`config.mk`:
```
export PLATFORM = sky130hd
export DESIGN_NAME = ddr_gearbox_5to20
export DESIGN_NICKNAME = d
export VERILOG_FILES = /design/src/rtl/ddr_gearbox_5to20.sv
export SDC_FILE = /design/constraint.sdc
export NUM_CORES = 1
export LEC_CHECK = 0
export ABC_CLOCK_PERIOD_IN_PS = 2600
export CORE_MARGIN = 2
export CORE_UTILIZATION = 60
export CTS_BUF_LIST = sky130_fd_sc_hd__clkbuf_8
export CTS_CLUSTER_DIAMETER = 80
export DETAILED_ROUTE_END_ITERATION = 7
export HOLD_SLACK_MARGIN = 0.02
export PLACE_DENSITY = 0.87
export SLEW_MARGIN = 30
export SYNTH_ARGS = -nofsm -noshare
export SYNTH_HDL_FRONTEND = slang
export SYNTH_SLANG_ARGS = --single-unit
```
`constraint.sdc`:
```
create_clock -name clk -period 2.6 [get_ports clk]
set_input_delay 0.39 -clock clk [delete_from_list [all_inputs] [get_ports clk]]
set_output_delay 0.39 -clock clk [all_outputs]
set_load 0.02 [all_outputs]
```
`src/rtl/ddr_gearbox_5to20.sv`:
```
// Packs 5-sample beats into 2-lane x 10-slot frames, double-buffered, presented on a 4-cycle phase boundary.
// Latency: completing beat to out_data is 1..BEATS cycles (next phase wrap strictly after the beat's edge).
// Backpressure: none; a completion onto an undrained frame overwrites it (overrun), a wrap with nothing pending emits idle fill (underrun).
module ddr_gearbox_5to20 #(
    parameter int WIDTH    = 14,
    parameter int IN_WORDS = 5,
    parameter int LANES    = 2,
    parameter int SER      = 10,
    localparam int BEATS   = LANES * SER / IN_WORDS,
    localparam int PW      = (BEATS > 1) ? $clog2(BEATS) : 1
) (
    input  logic                         clk,
    input  logic                         rst_n,
    input  logic [IN_WORDS*WIDTH-1:0]    data_in,
    input  logic                         in_valid,
    input  logic                         sync,
    input  logic                         clear_err,
    output logic [LANES*SER*WIDTH-1:0]   out_data,
    output logic [PW-1:0]                out_phase,
    output logic                         out_load,
    output logic                         out_valid,
    output logic                         overrun,
    output logic                         underrun
);

    localparam int FW = LANES * SER * WIDTH;

    // Frame geometry must tile exactly into whole beats, and the phase counter wraps naturally.
    if ((LANES * SER) % IN_WORDS != 0) begin : g_bad_ratio
        $error("LANES*SER must be divisible by IN_WORDS");
    end
    if ((BEATS & (BEATS - 1)) != 0) begin : g_bad_beats
        $error("BEATS must be a power of two");
    end

    // Bit offset of frame sample k: even samples on lane 0, odd on lane 1, slot = k/LANES.
    function automatic int slot_base(input int k);
        return ((k % LANES) * SER + k / LANES) * WIDTH;
    endfunction

    logic [PW-1:0] beat_cnt;
    logic [PW-1:0] beat_pos;
    logic [FW-1:0] asm_buf;
    logic [FW-1:0] asm_next;
    logic [FW-1:0] pending;
    logic          pending_full;
    logic          running;
    logic          wrap;
    logic          complete;
    logic          set_ovr;
    logic          set_und;

    // Beat placement: sync forces the incoming beat to position 0; merged frame feeds both buffers.
    always_comb begin
        beat_pos = sync ? '0 : beat_cnt;
        complete = in_valid && (beat_pos == PW'(BEATS - 1));
        wrap     = (out_phase == PW'(BEATS - 1));
        set_ovr  = complete && pending_full && !wrap;
        set_und  = wrap && !pending_full && running;
        asm_next = asm_buf;
        if (in_valid) begin
            for (int b = 0; b < BEATS; b++) begin
                for (int i = 0; i < IN_WORDS; i++) begin
                    if (beat_pos == PW'(b)) begin
                        asm_next[slot_base(b * IN_WORDS + i) +: WIDTH] = data_in[i * WIDTH +: WIDTH];
                    end
                end
            end
        end
    end

    // Assembly buffer and beat counter; idle cycles hold, a bare sync discards the partial frame.
    always_ff @(posedge clk or negedge rst_n) begin
        if (!rst_n) begin
            asm_buf  <= '0;
            beat_cnt <= '0;
        end else if (in_valid) begin
            asm_buf  <= asm_next;
            beat_cnt <= complete ? '0 : beat_pos + PW'(1);
        end else if (sync) begin
            beat_cnt <= '0;
        end
    end

    // Pending buffer and output register; drain only on the wrap edge, never bypass assembly to output.
    always_ff @(posedge clk or negedge rst_n) begin
        if (!rst_n) begin
            pending      <= '0;
            pending_full <= 1'b0;
            running      <= 1'b0;
            out_data     <= '0;
            out_valid    <= 1'b0;
        end else begin
            if (wrap) begin
                out_data  <= pending_full ? pending : '0;
                out_valid <= pending_full;
            end
            if (complete) begin
                pending      <= asm_next;
                pending_full <= 1'b1;
                running      <= 1'b1;
            end else if (wrap) begin
                pending_full <= 1'b0;
            end
        end
    end

    // Sticky error flags; a new error in the same cycle wins over clear_err.
    always_ff @(posedge clk or negedge rst_n) begin
        if (!rst_n) begin
            overrun  <= 1'b0;
            underrun <= 1'b0;
        end else begin
            if (set_ovr) begin
                overrun <= 1'b1;
            end else if (clear_err) begin
                overrun <= 1'b0;
            end
            if (set_und) begin
                underrun <= 1'b1;
            end else if (clear_err) begin
                underrun <= 1'b0;
            end
        end
    end

    // Free-running phase; out_load marks the cycle after each wrap, i.e. phase 0.
    always_ff @(posedge clk or negedge rst_n) begin
        if (!rst_n) begin
            out_phase <= '0;
            out_load  <= 1'b0;
        end else begin
            out_phase <= out_phase + PW'(1);
            out_load  <= wrap;
        end
    end

endmodule

```
==> Word-level counts from Yosys, hierarchy flattened <==
Index checks and enable logic that the tools add are counted.
{ "totals": {"ff_bits": 850, "input_bits": 75, "wordCells": 58} }
{ "op_classes": {"addsub": 2, "eq_ne": 4, "muxes": 30, "n_reduce_logical": 11} }
{ "ops": {"columns": ["cell", "count"], "rows": [
  ["2-to-1 mux 280 bit", 2],
  ["2-to-1 mux 14 bit", 20],
  ["equality test 2 bit (second input constant)", 3],
  ["2-to-1 mux 2 bit", 3],
  ["nonzero test 2 bit", 3],
  ["logical AND 1 bit", 5],
  ["2-to-1 mux 1 bit", 5],
  ["adder 2 x 1 -> 2 bit (second input constant)", 2],
  ["equality test 2 x 1 -> 1 bit (second input constant)", 1],
  ["zero test 1 bit", 2],
  ["zero test 2 bit", 1]
]} }

==> Logic depth before layout (Yosys ltp) <==
{ "depth": {"ltp_word": 6, "mapped_depth": 8, "ltp_nobuf": 5} }

==> Worst setup path after synthesis <==
OpenSTA, ideal clock, no wires.
{ "synth_timing": {"kind": "input-to-reg", "from": "input sync", "to": "register asm_buf[175]", "setup_ns": 0.125, "arrival_ns": 1.570, "slack_ns": 0.906, "stages": 7, "path_buffers": 2, "cell_sequence": "nand2b_1 inv_1 ha_1 buf_2 nand2_2 buf_2 mux2_2"} }
{ "synth_via": {"elab_chain_cells": 4} }
{ "synth_lines": {"columns": ["element", "line", "text"], "rows": [
  ["start, declared", "16", "input logic sync,"],
  ["2-to-1 mux 2 bit", null, null],
  ["equality test 2 x 1 -> 1 bit", "64", "if (beat_pos == PW'(b)) begin"],
  ["2-to-1 mux 14 bit", "64", null],
  ["2-to-1 mux 280 bit", "61", "if (in_valid) begin"],
  ["end signal, assigned", "78", "asm_buf <= asm_next;"],
  ["end, declared", "43", "logic [FW-1:0] asm_buf;"]
]} }
Every way passes these cells.
A chain may end at the register's enable or synchronous reset.

==> Final worst setup path <==
{ "layout_timing": {"from": "register out_data[279]", "to": "output out_data[279]"} }
{ "layout_rtl": {"columns": ["element", "line", "text"], "rows": [
  ["start, declared", "18", "output logic [LANES*SER*WIDTH-1:0] out_data,"],
  ["start signal, assigned", "95", "out_data <= pending_full ? pending : '0;"]
]} }
No word-level cell between the ends.

==> reports/results.tsv <==
metric	value	unit
TritonCTS clock tree	yes	
Via density	6.04	
Worst-path clk slew	0.07	ns
overall die height	236	um
Max-cap violations	0	
R2R depth	6	
postcts setup bufs	0	
gr ovfl total	0	
DRC	0	
hold depth	3	
slowest stage cell, crit path	clkdlybuf4s50_1	
cts bufs inserted	118	
initial DRC count	2169	
Hold Path Class	primary input to flop	
async set-reset flop share out of synthesis	100	%
Final Slew Violations	0	
fillers	3162	
Yosys top cell by area	dfrtp_1	
Setup violations, final	0	
Final Hold Viols	0	
Seq/Total Area, Yosys	60.5	%
Syn Area/Cell	11.3	sq um
Area growth syn-to-layout	22.2	%
Setup TNS	0	ns
share of layout cells above drive strength 1	13.0	%
Clock Latency Late Sink	0.74	ns
CP peak stage delay	0.75	ns
Die X	236	um
Pre-Repair DR Iteration Count	6	
status	completed	
dpl hpwl	52500	um
Post-Layout Cell Count	3981	
CP Launch Point	out_data[279]	
CP Data Required Time	2.21	ns
worst-path fanout max	2	
starting density of the core	61.0	%
FP Rows	84	
type of origin of the critical path	flop	
Peak VDD IR	514	uV
ranking of synthesized cells by area	dfrtp_1, a21oi_1, mux2i_1	
Top Family by Delay on Critical Path	buffers and inverters	
total wire length	84500	um
Synth Cell Area	32200	sq um
total track usage	30.5	%
antenna-violating nets left	0	
WP data arrival	1.82	ns
number of synthesized register bits	780	
worst-margin pin slew	0.737	ns
period utilisation layout	84.9	%
leading cell types in the layout, fill and taps excluded	dfrtp_1, a21oi_1, clkdlybuf4s50_1, inv_1, o21ai_0	
Distinct cells, synth	24	
placed instance count	3761	
Critical Path Sink Type	primary output	
crit path cell chain	clkdlybuf4s50_1	
PD cells	846	nW/um^2
Final GP Congestion	0.834	
worst r2r src	beat_cnt[0]	
port bufs	360	
Routed WL per cell	21.2	um
vias in the first global route	25000	
H-tree depth	3	
initial antenna violation count	1	
routed vias	24000	
first-pass GRT wire length	135000	um
Fmax	453	MHz
min Tclk post-route	2.21	ns
min-delay src	in_valid	
slew margin rel.	50.9	%
hold endpoint	pending[76]	
P_leak	17.9	nW
syn_nets	2941	
die area	55600	sq um
Ys Warns	0	
PnR Total Power	0.0333	W
clk sinks	780	
Synth Flop Type	dfrtp_1	
WS Path Type	flop to primary output	
Synth Instances	2861	
unrepaired setup endpoints after global routing	false	
clk root buf	clkbuf_8	
clock buffer depth	3	
commonest non-fill, non-tap cell in the layout	dfrtp_1	
FF-to-FF setup slack	0.76	ns
nets	3274	
Clock Skews	0.0364	ns
Finished Core Util	74.5	%
crit path buf inv count	1	
share of the synthesized area in the top cell type	60.5	%
largest net degree at the start of global routing	123	
number of flops mapped to enable cells by yosys	0	
I/O Pins	361	
total core area	52900	sq um
R2R Path End	pending[17]	
## where the power goes
group,switching (W),internal (W)
combinational,0.00295,0.00281
clock,0.00478,0.00557
sequential,0.00195,0.0153
## metal layers
layer | wire, um | global-route usage, %
met1 | 33600 | 40.4
met2 | 41800 | 49.9
met3 | 6290 | 5.78
met4 | 2830 | 13.0
met5 | 0 | 0
## metrics by stage
| stage | area, sq um | hold slack (ns) | worst slack [ns] |
|---|---|---|---|
| after floorplan | 32200 | 0.0944 | 0.906 |
| after global placement | 36900 | 0.335 | 0.291 |
| after detailed placement | 36900 | 0.338 | 0.206 |
| after CTS | 39400 | 0.0887 | 0.324 |
| after global routing | 39400 | 0.141 | 0.299 |
| final | 39400 | 0.149 | 0.393 |
## sequential cells by signal, indices dropped and copies added, names as in the netlist
| name | cells |
|---|---|
| asm_buf | 210 |
| beat_cnt | 2 |
| out_data | 280 |
| out_load | 1 |
| out_phase | 2 |
| out_valid | 1 |
| overrun | 1 |
| pending | 280 |
| pending_full | 1 |
| running | 1 |
| underrun | 1 |
## what timing repair did
action | CTS | global route
endpoints found under the hold margin | 214 | 0
hold buffers | 1 | 0
gates resized for setup | 0 | 0
## worst max path at each step
stage | to | cells after the start
after floorplan | asm_buf[175] | 7
after global placement | asm_buf[15] | 7
after CTS | out_data[279] | 1
after global routing | out_data[279] | 1
final | out_data[279] | 1
after detailed placement | asm_buf[24] | 7
## worst register-to-register path: stages, from the launching register on
cell and delay [ns]:
dfrtp_1 0.37, nand2b_1 0.13, buf_4 0.16, ha_4 0.17, buf_12 0.41, mux2i_1 0.35, a21oi_1 0.11
## Yosys cell counts, types with 2 or more instances
master,number
dfrtp_1,780
a21oi_1,420
inv_1,285
o21ai_0,281
nand3_1,280
mux2i_1,210
buf_2,157
mux2_2,154
a21o_1,70
and3_1,70
mux2_1,57
clkbuf_1,54
buf_4,16
clkbuf_2,5
ha_1,5
nand2_2,4
nand2b_1,4
nand2_1,2
o22ai_1,2
## cells by family (layout without fill, tap and decap cells)
| family | after synthesis | after routing | share of synthesized area, % |
|---|---|---|---|
| buffers and inverters | 519 | 950 | 6.88 |
| AO/OA/AOI/OAI | 773 | 773 | 12.5 |
| flip-flops | 780 | 780 | 60.5 |
| multiplexers | 421 | 421 | 13.9 |
| AND/OR/NAND/NOR | 362 | 362 | 5.93 |
| other | 0 | 1 | 0 |
| XOR/XNOR | 1 | 1 | 0.0272 |
| adder cells (fa/ha/maj) | 5 | 5 | 0.194 |
## layout make-up
class                           instances  area [sq um]  area share, %
Clock inverter                         68           399           1.01
Inverter                              285          1070           2.72
Sequential cell                       780         19500           49.6
Tap cell                              688           861           2.19
Clock buffer                          150          2060           5.24
Timing Repair Buffer                  447          4880           12.4
Multi-Input combinational cell       1562         10600           26.9
Antenna cell                            1          2.50        0.00635
No activity file was read; power rests on OpenSTA's default activity.
